$ cat src/rtl/key_encoder_83_pkg.sv
// -----------------------------------------------------------------------------
// key_encoder_83_pkg
// Shared definitions for the 8-to-3 key encoder (and its 3-8 LED decoder
// counterpart): FSM state encoding, the enable pattern that gates the block,
// the idle level of the active-low key bus, and a small enable helper.
// -----------------------------------------------------------------------------
package key_encoder_83_pkg;

  // Debounce FSM states, 2-bit encoding.
  typedef enum logic [1:0] {
    ST_IDLE     = 2'b00,
    ST_DEBOUNCE = 2'b01,
    ST_PRESSED  = 2'b10,
    ST_RELEASE  = 2'b11
  } state_t;

  // The block only runs when enable carries exactly this pattern; the LED
  // decoder uses the same gating so both can share one enable bus.
  localparam logic [2:0] ENABLE_PATTERN = 3'b100;

  // Active-low keys: all ones means nothing pressed.
  localparam logic [7:0] KEYS_IDLE = 8'hFF;

  // True when the enable bus selects this block.
  function automatic logic is_enabled(input logic [2:0] enable);
    return (enable == ENABLE_PATTERN);
  endfunction

endpackage

$ cat src/rtl/key_encoder_83_prio_enc.sv
// -----------------------------------------------------------------------------
// prio_enc_83
// Combinational 8->3 priority encoder for active-low inputs. The highest
// index holding a 0 wins.
// Ports:
//   i_key_n  in  8  active-low request lines (0 = asserted)
//   o_code   out 3  index of highest asserted line, 0 when none
//   o_any    out 1  at least one line asserted
// -----------------------------------------------------------------------------
module prio_enc_83 (
  input  logic [7:0] i_key_n,
  output logic [2:0] o_code,
  output logic       o_any
);

  // Highest-index-first priority match; '?' bits are masked by a higher key.
  always_comb begin
    o_code = 3'd0;
    casez (i_key_n)
      8'b0???????: o_code = 3'd7;
      8'b10??????: o_code = 3'd6;
      8'b110?????: o_code = 3'd5;
      8'b1110????: o_code = 3'd4;
      8'b11110???: o_code = 3'd3;
      8'b111110??: o_code = 3'd2;
      8'b1111110?: o_code = 3'd1;
      8'b11111110: o_code = 3'd0;
      default:     o_code = 3'd0;
    endcase
  end

  // Any zero on the bus means some key is down.
  assign o_any = ~&i_key_n;

endmodule

$ cat src/rtl/key_encoder_83.sv
// -----------------------------------------------------------------------------
// key_encoder_83
// 8-to-3 key encoder: synchronizes eight active-low push-buttons, priority
// encodes them (highest index wins), debounces the encoded key and reports a
// stable code with a level valid and one-cycle press/release pulses. The code
// output can drive the 3-8 LED decoder's switch input directly.
// Parameters:
//   DEB_CYCLES  consecutive stable cycles needed to accept a press or release
//               (>= 2)
// Ports:
//   i_clk      in  1  system clock, all logic on posedge
//   i_rst_n    in  1  synchronous active-low reset
//   i_enable   in  3  block runs only when equal to ENABLE_PATTERN
//   i_key_n    in  8  raw asynchronous keys, 0 = pressed
//   o_code     out 3  accepted key index, held when not valid
//   o_valid    out 1  high while an accepted key is held
//   o_press    out 1  one-cycle pulse on press acceptance
//   o_release  out 1  one-cycle pulse on release acceptance
// -----------------------------------------------------------------------------
module key_encoder_83
  import key_encoder_83_pkg::*;
#(
  parameter int DEB_CYCLES = 1000000
) (
  input  logic       i_clk,
  input  logic       i_rst_n,
  input  logic [2:0] i_enable,
  input  logic [7:0] i_key_n,
  output logic [2:0] o_code,
  output logic       o_valid,
  output logic       o_press,
  output logic       o_release
);

  localparam int            CW      = $clog2(DEB_CYCLES);
  localparam logic [CW-1:0] CNT_MAX = CW'(DEB_CYCLES - 1);
  localparam logic [CW-1:0] CNT_ONE = CW'(1);

  logic [7:0]    r_sync1;
  logic [7:0]    r_sync2;
  state_t        r_state;
  logic [CW-1:0] r_cnt;
  logic [2:0]    r_cand;
  logic [2:0]    r_code;
  logic          r_valid;
  logic          r_press;
  logic          r_release;

  logic [2:0]    w_pcode;
  logic          w_any;
  logic          w_en;

  // Two-flop synchronizer; resets to the all-released level so no phantom
  // press is seen while the chain refills after reset.
  always_ff @(posedge i_clk) begin
    if (!i_rst_n) begin
      r_sync1 <= KEYS_IDLE;
      r_sync2 <= KEYS_IDLE;
    end else begin
      r_sync1 <= i_key_n;
      r_sync2 <= r_sync1;
    end
  end

  prio_enc_83 u_prio_enc (
    .i_key_n (r_sync2),
    .o_code  (w_pcode),
    .o_any   (w_any)
  );

  assign w_en = is_enabled(i_enable);

  // Debounce FSM with counter and registered outputs. The counter is cleared
  // on every entry to a counting state and only increments below CNT_MAX, so
  // it can never wrap.
  always_ff @(posedge i_clk) begin
    if (!i_rst_n) begin
      r_state   <= ST_IDLE;
      r_cnt     <= '0;
      r_cand    <= 3'd0;
      r_code    <= 3'd0;
      r_valid   <= 1'b0;
      r_press   <= 1'b0;
      r_release <= 1'b0;
    end else begin
      r_press   <= 1'b0;
      r_release <= 1'b0;
      case (r_state)
        ST_IDLE: begin
          if (w_en && w_any) begin
            r_state <= ST_DEBOUNCE;
            r_cand  <= w_pcode;
            r_cnt   <= '0;
          end
        end

        ST_DEBOUNCE: begin
          // Any change of the winning key restarts from IDLE.
          if (!w_en || !w_any || (w_pcode != r_cand)) begin
            r_state <= ST_IDLE;
            r_cnt   <= '0;
          end else if (r_cnt == CNT_MAX) begin
            r_state <= ST_PRESSED;
            r_cnt   <= '0;
            r_code  <= r_cand;
            r_valid <= 1'b1;
            r_press <= 1'b1;
          end else begin
            r_cnt <= r_cnt + CNT_ONE;
          end
        end

        ST_PRESSED: begin
          // Losing enable abandons the key silently. A different winning key
          // (higher-priority key joining, or a switch) is treated as a release
          // of the held key first.
          if (!w_en) begin
            r_state <= ST_IDLE;
            r_valid <= 1'b0;
          end else if (!w_any || (w_pcode != r_code)) begin
            r_state <= ST_RELEASE;
            r_cnt   <= '0;
          end
        end

        ST_RELEASE: begin
          if (!w_en) begin
            r_state <= ST_IDLE;
            r_cnt   <= '0;
            r_valid <= 1'b0;
          end else if (w_any && (w_pcode == r_code)) begin
            // Held key came back: bounce absorbed, valid never dropped.
            r_state <= ST_PRESSED;
          end else if (r_cnt == CNT_MAX) begin
            r_state   <= ST_IDLE;
            r_cnt     <= '0;
            r_valid   <= 1'b0;
            r_release <= 1'b1;
          end else begin
            r_cnt <= r_cnt + CNT_ONE;
          end
        end

        default: begin
          r_state <= ST_IDLE;
          r_cnt   <= '0;
          r_valid <= 1'b0;
        end
      endcase
    end
  end

  assign o_code    = r_code;
  assign o_valid   = r_valid;
  assign o_press   = r_press;
  assign o_release = r_release;

endmodule
$ cat config.mk
export PLATFORM = sky130hd
export DESIGN_NAME = key_encoder_83
export DESIGN_NICKNAME = d
export VERILOG_FILES = /design/src/rtl/key_encoder_83_pkg.sv /design/src/rtl/key_encoder_83_prio_enc.sv /design/src/rtl/key_encoder_83.sv
export SDC_FILE = /design/constraint.sdc
export NUM_CORES = 1
export LEC_CHECK = 0
export CORE_MARGIN = 8
export CORE_UTILIZATION = 55
export DETAILED_ROUTE_END_ITERATION = 7
export PLACE_DENSITY = 0.79
export SYNTH_ARGS = -nofsm -noshare
export SYNTH_HDL_FRONTEND = slang
export SYNTH_HIERARCHICAL = 1
export SYNTH_SLANG_ARGS = --single-unit
$ cat constraint.sdc
create_clock -name i_clk -period 7.3 [get_ports i_clk]
set_input_delay 1.095 -clock i_clk [delete_from_list [all_inputs] [get_ports i_clk]]
set_output_delay 1.095 -clock i_clk [all_outputs]
set_load 0.02 [all_outputs]
After elaboration in Yosys (flattened, before gate mapping)
Index checks and enable logic that the tools add are counted.
{"block": "op_classes", "addsub": 1, "eq_ne": 25, "n_reduce_logical": 17, "muxes": 26, "n_bitwise": 6}
{"cell": "$mux 20", "n": 7}
{"cell": "$pmux 20 s4", "n": 1}
{"cell": "$pmux 3 s7", "n": 1}
{"cell": "$add 20x1->20 const B", "n": 1}
{"cell": "$eq 20x20->1 const B", "n": 1}
{"cell": "$mux 2", "n": 8}
{"cell": "$ne 2x2->1 const B", "n": 6}
{"cell": "$ne 3x3->1 const B", "n": 4}
{"cell": "$pmux 2 s4", "n": 1}
{"cell": "$reduce_and 4->1", "n": 2}
{"cell": "$reduce_and 8->1", "n": 1}
{"cell": "$eq 7x7->1 const B", "n": 1}
{"cell": "$mux 1", "n": 7}
{"cell": "$eq 2x2->1 const B", "n": 3}
{"cell": "$eq 3x3->1 const B", "n": 2}
{"cell": "$eq 6x6->1 const B", "n": 1}
{"cell": "$ne 3x3->1", "n": 2}
{"cell": "$not 1->1", "n": 6}
{"cell": "$reduce_and 6->1", "n": 1}
{"cell": "$eq 5x5->1 const B", "n": 1}
{"cell": "$eq 4x4->1 const B", "n": 1}
{"cell": "$ne 4x4->1 const B", "n": 1}
{"cell": "$reduce_or 4->1", "n": 1}
{"cell": "$eq 3x3->1", "n": 1}
{"cell": "other kinds (10)", "n": 14}
{"block": "totals", "out_inout_bits": 6, "input_bits": 13, "elab_cells": 84, "regBits": 47}

Depth between registers and ports, before layout
Gate-level depths: netlist (run 1).
{"block": "logic_depth", "depth_word": 7, "depth_mapped": 9, "ltp_nobuf": 8}

Modules after synthesis
The synthesis (run 1) kept the hierarchy.
{"module": "key_encoder_83", "cells_per_inst": 245, "n_inst": 1, "seq_area_each_um2": 940.9, "area_per_inst_um2": 2194.6}
{"module": "prio_enc_83", "cells_per_inst": 10, "n_inst": 1, "seq_area_each_um2": 0.0, "area_per_inst_um2": 67.6}

Least setup slack after synthesis (run 1)
OpenSTA, ideal clock, no wires.
{"block": "synth_timing", "path_type": "input to register", "start": "input port i_enable[1]", "end": "register r_cnt[9]", "setup_ns": 0.070, "arrival_time_ns": 2.432, "setup_slack_ns": 4.798, "path_buffers": 0, "required_ns": 7.230, "path_stages": 5, "path_cell_list": "nor3b_2 a21o_1 o21ai_1 or4_1 a21oi_1"}
{"block": "synth_between", "elab_chain_cells": 6, "elab_cells_between_ends": 12, "classes_between": "eq/ne: 4; mux: 3; reduce/logical: 5"}
{"element": "start: declaration", "line_no": "key_encoder_83.sv:27", "source": "input logic [2:0] i_enable,"}
{"element": "$eq 3x3->1 (*)", "line_no": "key_encoder_83_pkg.sv:26", "source": "return (enable == ENABLE_PATTERN);"}
{"element": "$logic_not 1->1"}
{"element": "$logic_or 1x1->1 (2 in series)", "line_no": "key_encoder_83.sv:99", "source": "if (!w_en || !w_any || (w_pcode != r_cand)) begin"}
{"element": "$mux 20", "line_no": "key_encoder_83.sv:99"}
{"element": "$pmux 20 s4", "line_no": "key_encoder_83.sv:88", "source": "case (r_state)"}
{"element": "end signal: assignment", "line_no": "key_encoder_83.sv:109", "source": "r_cnt <= r_cnt + CNT_ONE;"}
{"element": "end signal: assignment", "line_no": "key_encoder_83.sv:140", "source": "r_cnt <= r_cnt + CNT_ONE;"}
{"element": "end: declaration", "line_no": "key_encoder_83.sv:42", "source": "logic [CW-1:0] r_cnt;"}
Mark *: on every way between the ends. The rest lies on a longest branch, timed or not.
A chain may end at the register's enable or synchronous reset.

Worst setup path after layout (run 1)
{"block": "layout_timing", "start": "input port i_enable[2]", "end": "register r_cnt[17]"}
The elaborated chain is that of the path after synthesis.

==> results of run 1 <==
## kinds of logic after synthesis
logic type               share of synthesized area (%)
XOR/XNOR                                          3.87
buffers and inverters                             3.15
AND/OR/NAND/NOR                                   31.1
flip-flops                                        41.6
multiplexers                                      3.10
adder cells (fa/ha/maj)                          0.553
AO/OA/AOI/OAI                                     16.6
## path summary, 6_finish.rpt
check	from	end	slack, ns
min reg2reg	r_sync1[7]	r_sync2[7]	0.41
min	r_sync1[7]	r_sync2[7]	0.41
max	i_enable[2]	r_cnt[17]	4.04
max reg2reg	r_sync2[6]	r_cnt[17]	4.16
## metal layers
metal,GRT usage (%),vias to the layer above,wire [um]
met2,22.5,55,2130
met5,0,-,0
li1,-,985,-
met1,20.3,911,2200
met3,4.91,10,318
met4,7.82,0,105
## where the power goes
group          total [mW]  switching [mW]  internal, mW
clock               0.195          0.0915         0.104
sequential          0.265         0.00350         0.261
combinational      0.0434          0.0248        0.0186
total               0.504           0.120         0.384
## final cells by class
type,instances,area [sq um],share of cell area (%)
clock buffers,5,68.8,2.66
clock inverters,3,47.5,1.84
inverters,7,26.3,1.02
multi-input cells,191,1250,48.4
flip-flops and latches,47,941,36.4
well taps,50,62.6,2.42
repair buffers,19,188,7.26
## stage by stage
step / area [sq um] / hold WS [ns] / cells / util (%) / setup WS (ns)
4_1_cts: 2580 / 0.412 / 322 / 65.1 / 4.06
3_3_place_gp: 2470 / 0.390 / 314 / 62.1 / 3.81
3_5_place_dp: 2470 / 0.391 / 314 / 62.1 / 3.74
6_report: 2580 / 0.411 / 322 / 65.1 / 4.04
5_1_grt: 2580 / 0.435 / 322 / 65.1 / 3.80
2_1_floorplan: 2260 / 0.386 / 255 / - / 4.80
## sequential cells by signal, indices dropped and copies added, names as in the netlist
name       count
r_sync1        8
o_valid        1
o_code         3
o_release      1
r_cnt         20
o_press        1
r_state        2
r_sync2        8
r_cand         3
## placed cells by master, fill, tap and decap left out, types with 2 or more instances in the layout
cell             instances
and3_1                   5
nand4b_1                 4
nand3_1                 19
o21ai_0                 11
a31oi_1                  3
xnor2_1                  9
and4_1                   3
a41oi_1                  3
clkbuf_8                 5
nor4bb_1                 2
mux2i_1                  7
o211ai_1                 3
a21o_1                   2
nor4_1                   4
inv_1                    7
o31ai_1                  5
clkdlybuf4s50_1         18
a211oi_1                 4
dfxtp_1                 47
a21oi_1                 14
or3_1                    3
nand2b_1                17
or4_1                    4
nor2_1                  17
nand4_1                  9
nor3_1                   3
nand2_1                 15
and2_1                   3
o2111ai_1                2
==> flow_metrics.env, run 1 <==
export IMPL_slew_headroom_pct=20.3
export IMPL_start_util_pct=57.0
export IMPL_antenna_found_initial=0
export IMPL_io_buffers=18
export IMPL_setup_violations=0
export IMPL_worst_setup_path_end_kind="flop"
export IMPL_htree_num_levels=2
export IMPL_die_h_um=80.1
export IMPL_path_cells="clkdlybuf4s50_1 -> nor3b_2 -> nand2_1 -> o21ai_1 -> nand2_1 -> a31oi_1"
export IMPL_clock_path_buffers=2
export IMPL_die_x_um=80.1
export IMPL_hold_path_class="flop to flop"
export IMPL_cts_buffers=5
export IMPL_synth_edf_count=0
export IMPL_clock_latency_ns=0.31
export IMPL_cp_slowest_cell="o21ai_1"
export IMPL_avgSynthCellArea_sq_um=8.87
export IMPL_worstPathRequired_ns=7.54
export IMPL_fin_tns_setup_ns=0
export IMPL_top_level_ports=19
export IMPL_synth_largest_area_cell="dfxtp_1"
export IMPL_crit_arrival_ns=3.50
export IMPL_cp_common_cell="nand2_1"
export IMPL_place_hpwl_um=3420
export IMPL_cts_sinks=47
export IMPL_area_growth_syn_to_layout_pct=14.2
export IMPL_crit_path_max_fanout=16
export IMPL_dr_pass1_iters=4
export IMPL_grt_remaining_overflow=0
export IMPL_coreArea_sq_um=3970
export IMPL_critical_path_depth=6
export IMPL_avgViaCountPerCell=6.09
export IMPL_nFillCells=345
export IMPL_synth_nets=269
export IMPL_post_cts_resized=0
export IMPL_dieArea_sq_um=6420
export IMPL_grt_setup_unrepaired="false"
export IMPL_cts_setup_buffers=0
export IMPL_critPathKind="input pin to flop"
export IMPL_drive_gt1_share_pct=6.62
export IMPL_grtUsageTotal_pct=15.6
export IMPL_maxSlewViolCount=0
export IMPL_cts_hold_buf=0
export IMPL_yosysTopAreaCellShare_pct=41.6
export IMPL_outcome="finished, final reports clean"
export IMPL_yosys_top_cells_count="dfxtp_1, nand3_1, nand2b_1, nor2_1, nand2_1"
export IMPL_num_vias=1961
export IMPL_num_nets_final=285
export IMPL_ys_flop_type="dfxtp_1"
export IMPL_hold_viol=0
export IMPL_gp_congestion=0.848
export IMPL_antenna_cells=0
export IMPL_row_count=23
export IMPL_post_route_period_util_pct=44.7
export IMPL_clk_pin_slew_worst_paths_ns=0.09
export IMPL_synth_cell_types=50
export IMPL_async_flop_share_pct=0
export IMPL_cpLargestDelayFamily="compound AO/OA/AOI/OAI gates"
export IMPL_ant_nets=0
export IMPL_synthTopCellsByArea="dfxtp_1, nand2b_1, nand3_1"
export IMPL_drt_total_wl_um=4750
export IMPL_worstMarginPinSlew_ns=1.19
export IMPL_grt_pass1_wl_um=8120
export IMPL_slowest_delay_ns=0.94
export IMPL_yosysMostFrequentCell="dfxtp_1"
export IMPL_avgRoutedWirePerCell_um=14.8
export IMPL_p_per_area_nw_per_um2=195
export IMPL_cts_tree="done"
export IMPL_root_buffer="clkbuf_8"
export IMPL_seq_area_frac_synth_pct=41.6
export IMPL_drc=0
export IMPL_leakagePower_nw=0.827
export IMPL_period_minus_slack_ns=3.26
export IMPL_critPathBufInv=1
export IMPL_synth_seq_cells=47
export IMPL_power_mw=0.504
export IMPL_synthCells=255
export IMPL_finalClockSkew_ns=0.00494
export IMPL_fmax_mhz=307
export IMPL_ff2ff_path_depth=8
export IMPL_peakVddDrop_mv=0.135
export IMPL_grt_pass1_vias=1776
export IMPL_grt_max_degree=38
export IMPL_maxCapViolations=0
export IMPL_critPathLaunchType="input pin"
export IMPL_ys_warn_count=6
export IMPL_syn_area_sq_um=2260
export IMPL_first_iter_violations=130
export IMPL_worstHoldPathCells=1
Power figures use the tool's default switching activity.
==> run 2: changes to the inputs <==
Clock period 7.3 ns to 3.3 ns, I/O delays scaled along.
==> run 2 against run 1 <==
  * Via count is 0.97% higher
  * Die area did not move
  * Utilization down 0.28 points
  * Critical path depth grew 2
  * Count of clock-buffer cells in the layout did not move
  * First-iteration DRC count is 28% higher
  * Final cell count is 0.31% higher
  * Register-to-register slack got worse by 3.7 ns
  * Routed wire length up 1.6%
  * Sequential share of layout area is 0.16 points higher
  * Clock skew up 0.0018 ns
  * Combinational power grew 130%
==> flow_metrics.env, run 2 (synthesis gave the netlist of run 1 again) <==
export IMPL_pwr_share_clk_pct=35.2
export IMPL_cts_hold_buf=0
export IMPL_grt_max_degree=26
export IMPL_slew_headroom_pct=29.2
export IMPL_final_common_cell="dfxtp_1"
export IMPL_drive_gt1_share_pct=6.96
export IMPL_cts_sinks=47
export IMPL_post_route_period_util_pct=85.9
export IMPL_clock_path_buffers=2
export IMPL_design_area_sq_um=2570
export IMPL_grt_pass1_wl_um=8200
export IMPL_start_util_pct=57.0
export IMPL_outcome="finished, final reports clean"
export IMPL_gp_congestion=0.892
export IMPL_maxSlewViolCount=0
export IMPL_num_nets_final=286
export IMPL_die_x_um=80.1
export IMPL_clk_pin_slew_worst_paths_ns=0.09
export IMPL_clock_latency_ns=0.31
export IMPL_htree_num_levels=2
export IMPL_place_hpwl_um=3390
export IMPL_ant_nets=0
export IMPL_placed_cell_area_sq_um=2470
export IMPL_worst_setup_path_end_kind="flop"
export IMPL_p_per_area_nw_per_um2=411
export IMPL_pwr_share_seq_pct=55.5
export IMPL_combPwrFrac_pct=9.3
export IMPL_dieArea_sq_um=6420
export IMPL_cts_setup_buffers=0
export IMPL_fmax_mhz=353
export IMPL_area_growth_syn_to_layout_pct=13.7
export IMPL_hold_viol=0
export IMPL_avgRoutedWirePerCell_um=15.0
export IMPL_largest_reg_flops=20
export IMPL_dr_pass1_iters=5
export IMPL_fin_tns_setup_ns=0
export IMPL_hold_path_class="flop to flop"
export IMPL_final_cell_mix="dfxtp_1, nand3_1, clkdlybuf4s50_1"
export IMPL_setup_violations=0
export IMPL_period_minus_slack_ns=2.83
export IMPL_die_h_um=80.1
export IMPL_coreArea_sq_um=3970
export IMPL_p_int_mw=0.781
export IMPL_layout_setup_ws_ns=0.466
export IMPL_layout_top_registers="r_cnt x20, r_sync1 x8, r_sync2 x8"
export IMPL_post_cts_resized=0
export IMPL_drt_total_wl_um=4830
export IMPL_row_count=23
export IMPL_drc=0
export IMPL_io_buffers=18
export IMPL_nFillCells=338
export IMPL_dpl_worst_slack_ns=0.430
export IMPL_crit_arrival_ns=3.06
export IMPL_worstMarginPinSlew_ns=1.06
export IMPL_fin_util_pct=64.8
export IMPL_cts_tree="done"
export IMPL_root_buffer="clkbuf_8"
export IMPL_grt_setup_unrepaired="false"
export IMPL_p_switching_mw=0.276
export IMPL_first_iter_violations=166
export IMPL_avgViaCountPerCell=6.13
export IMPL_critPathLaunchType="flop"
export IMPL_worstPathRequired_ns=3.53
export IMPL_grtUsageTotal_pct=15.8
export IMPL_antenna_found_initial=0
export IMPL_grt_remaining_overflow=0
export IMPL_top_level_ports=19
export IMPL_num_vias=1980
export IMPL_crit_path_max_fanout=13
export IMPL_grt_pass1_vias=1739
export IMPL_maxCapViolations=0
export IMPL_antenna_cells=0
export IMPL_cts_buffers=5
export IMPL_power_mw=1.06
export IMPL_largest_register="r_cnt"
export IMPL_ff2ff_setup_slack_ns=0.47
export IMPL_peakVddDrop_mv=0.341
export IMPL_finalClockSkew_ns=0.00677
export IMPL_leakagePower_nw=0.824
export IMPL_critPathKind="flop to flop"
export IMPL_switching_share_pct=26.1
run 2: cell types whose count changed in the layout (fill, tap and decap cells not counted):
cell,delta
clkinv_4,-1
inv_8,+1
inv_6,+1
buf_4,+1
bufinv_16,-1
run 2: power by group through the flow:
stage                     Sequential (mW)  Clock (mW)  Combinational (mW)
final                               0.586       0.372              0.0988
after detailed placement            0.599           0              0.0978
after global routing                0.588       0.406               0.109
after global placement              0.599           0              0.0959
after CTS                           0.586       0.380              0.0981
after floorplan                     0.597           0              0.0703
run 2: area by class of cell:
type                            count  area (sq um)  share of cell area (%)
Inverter                            7          26.3                    1.02
Sequential cell                    47           941                    36.6
Clock inverter                      3          28.8                    1.12
Tap cell                           50          62.6                    2.43
Clock buffer                        5          68.8                    2.68
Multi-Input combinational cell    191          1250                    48.6
Timing Repair Buffer               20           195                    7.59
run 2: final timing paths:
kind                    from    endpoint  cells after the start
hold / removal    r_sync1[5]  r_sync2[5]                      1
setup reg to reg  r_sync2[6]    r_cnt[5]                      8
setup / recovery  r_sync2[6]    r_cnt[5]                      8
hold reg to reg   r_sync1[5]  r_sync2[5]                      1
run 2: worst max-delay path: stages, from the launching register on:
cell and delay [ns]:
dfxtp_1 0.40, nand4_2 0.19, nor2_2 0.18, mux2i_1 0.38
xnor2_1 0.14, and4_1 0.23, a21oi_1 0.82, a31oi_1 0.18
a211oi_1 0.24
run 2: through the flow:
stage,hold slack [ns],cells
3_3_place_gp,0.390,315
4_1_cts,0.414,323
6_report,0.412,323
2_1_floorplan,0.386,255
3_5_place_dp,0.392,315
5_1_grt,0.424,323
run 2: per-layer routing:
metal	up-vias	GRT usage, %	part of all wire [%]
met4	0	6.00	2.3
met2	71	23.3	44
met3	13	4.24	8.3
met1	908	21.3	45
li1	988	-	-
met5	-	0	0
==> run 3: changes to the inputs <==
Settings changed: PLACE_DENSITY 0.79 to 0.86.
==> run 3 against run 2 <==
  * Count of clock-buffer cells in the layout unchanged
  * Sequential power about the same
  * Design area unchanged
  * Combinational power up 0.7%
  * Worst hold slack worse by 0.0066 ns
  * Non-clock buffer count unchanged
  * Critical path depth unchanged
  * Sequential share of layout area unchanged
  * Worst setup slack worse by 0.080 ns
  * Critical path type unchanged
  * Die area unchanged
  * First-iteration DRC count up 54%
  * Final cell count unchanged
  * Largest power group unchanged
==> flow_metrics.env, run 3 (synthesis gave the netlist of run 1 again) <==
export IMPL_pwr_share_seq_pct=55.2
export IMPL_hold_path_class="flop to flop"
export IMPL_grt_remaining_overflow=0
export IMPL_cts_sinks=47
export IMPL_ant_nets=0
export IMPL_cp_slowest_cell="a21oi_1"
export IMPL_worstPathRequired_ns=3.52
export IMPL_grtUsageTotal_pct=15.7
export IMPL_endpoint="r_cnt[5]"
export IMPL_cts_hold_buf=0
export IMPL_hold_viol=0
export IMPL_grt_pass1_vias=1742
export IMPL_final_cell_mix="dfxtp_1, nand3_1, clkdlybuf4s50_1"
export IMPL_final_seq_area_sq_um=941
export IMPL_min_from="r_sync1[1]"
export IMPL_cts_buffers=5
export IMPL_top_level_ports=19
export IMPL_largest_register="r_cnt"
export IMPL_largest_reg_flops=20
export IMPL_outcome="finished, final reports clean"
export IMPL_die_x_um=80.1
export IMPL_cts_setup_buffers=0
export IMPL_combPwrFrac_pct=9.4
export IMPL_cts_tree="done"
export IMPL_layout_top_registers="r_cnt x20, r_sync1 x8, r_sync2 x8"
export IMPL_crit_start="r_sync2[6]"
export IMPL_row_count=23
export IMPL_p_per_area_nw_per_um2=413
export IMPL_nFillCells=323
export IMPL_r2r_start="r_sync2[6]"
export IMPL_maxCapViolations=0
export IMPL_antenna_found_initial=0
export IMPL_cpLargestDelayFamily="compound AO/OA/AOI/OAI gates"
export IMPL_peakVddDrop_mv=0.285
export IMPL_start_util_pct=57.0
export IMPL_grt_max_degree=26
export IMPL_coreArea_sq_um=3970
export IMPL_htree_num_levels=2
export IMPL_path_cells="nand4_2 -> nor2_2 -> mux2i_1 -> xnor2_1 -> and4_1 -> a21oi_1 -> a31oi_1 -> a211oi_1"
export IMPL_die_h_um=80.1
export IMPL_drt_total_wl_um=4910
export IMPL_multi_input_area_sq_um=1250
export IMPL_area_growth_syn_to_layout_pct=13.7
export IMPL_dieArea_sq_um=6420
export IMPL_first_iter_violations=256
export IMPL_dp_cells=315
export IMPL_p_switching_mw=0.282
export IMPL_clock_latency_ns=0.31
export IMPL_crit_arrival_ns=3.13
export IMPL_grt_setup_unrepaired="false"
export IMPL_avgRoutedWirePerCell_um=15.2
export IMPL_post_route_period_util_pct=88.3
export IMPL_avgViaCountPerCell=6.19
export IMPL_dr_pass1_iters=4
export IMPL_switching_share_pct=26.5
export IMPL_critPathKind="flop to flop"
export IMPL_place_hpwl_um=3560
export IMPL_root_buffer="clkbuf_8"
export IMPL_worst_setup_path_end_kind="flop"
export IMPL_p_int_mw=0.781
export IMPL_crit_path_max_fanout=13
export IMPL_num_vias=1998
export IMPL_ff2ff_path_depth=8
export IMPL_antenna_cells=0
export IMPL_setup_violations=0
export IMPL_post_cts_resized=0
export IMPL_critical_path_depth=8
export IMPL_fmax_mhz=343
export IMPL_io_buffers=18
export IMPL_maxSlewViolCount=0
export IMPL_leakagePower_nw=0.824
export IMPL_drc=0
export IMPL_ff2ff_setup_slack_ns=0.39
export IMPL_gp_congestion=0.944
export IMPL_grt_pass1_wl_um=8180
export IMPL_period_minus_slack_ns=2.91
export IMPL_clock_path_buffers=2
export IMPL_slowest_delay_ns=0.86
export IMPL_r2r_end="r_cnt[5]"
export IMPL_finalClockSkew_ns=0.0139
export IMPL_drive_gt1_share_pct=6.96
export IMPL_fin_tns_setup_ns=0
export IMPL_num_nets_final=286
export IMPL_fin_util_pct=64.8
export IMPL_power_mw=1.06
export IMPL_critPathLaunchType="flop"
export IMPL_stdcell_count=323
export IMPL_worstMarginPinSlew_ns=1.12
export IMPL_pwr_share_clk_pct=35.5
export IMPL_clk_pin_slew_worst_paths_ns=0.10
export IMPL_critPathBufInv=0
export IMPL_final_common_cell="dfxtp_1"
export IMPL_slew_headroom_pct=25.6
[run 3: cell counts in the layout (fill, tap and decap cells not counted)]
No cell type changed its count.
[run 3: cell type report]
cell class              instances  share of cell area, %
clock buffers                   5                   2.68
clock inverters                 3                   1.12
inverters                       7                   1.02
multi-input cells             191                   48.6
flip-flops and latches         47                   36.6
well taps                      50                   2.43
repair buffers                 20                   7.59
[run 3: worst register-to-register path, stage by stage (launching register included)]
cell	delay [ns]
dfxtp_1	0.39
nand4_2	0.21
nor2_2	0.20
mux2i_1	0.37
xnor2_1	0.14
and4_1	0.23
a21oi_1	0.86
a31oi_1	0.19
a211oi_1	0.23
[run 3: metrics by stage]
step / hold slack (ns) / setup slack (ns) / cell area, sq um
2_1_floorplan: 0.386 / 0.950 / 2260
3_3_place_gp: 0.389 / 0.569 / 2470
3_5_place_dp: 0.392 / 0.393 / 2470
4_1_cts: 0.413 / 0.410 / 2570
5_1_grt: 0.431 / 0.192 / 2570
6_report: 0.406 / 0.386 / 2570
[run 3: worst min-delay path by stage]
stage	endpoint	slack, ns	cells after the start
after CTS	r_sync2[1]	0.41	1
final	r_sync2[1]	0.41	1
after detailed placement	r_sync2[1]	0.39	1
after global routing	r_sync2[5]	0.43	1
after floorplan	r_sync2[0]	0.39	1
after global placement	r_sync2[4]	0.39	1
[run 3: power groups by stage]
stage	clock, mW	combinational, mW	sequential, mW
after floorplan	0	0.0703	0.597
after global placement	0	0.0949	0.599
after detailed placement	0	0.0987	0.600
after CTS	0.384	0.0991	0.586
after global routing	0.411	0.109	0.588
final	0.377	0.0995	0.587
[run 3: routing by layer]
| layer | vias to the layer above | part of all wire [%] | track usage (%) |
|---|---|---|---|
| li1 | 985 | - | - |
| met1 | 944 | 46 | 20.3 |
| met2 | 55 | 46 | 24.5 |
| met3 | 14 | 5.3 | 3.91 |
| met4 | 0 | 2.2 | 5.82 |
| met5 | - | 0 | 0 |
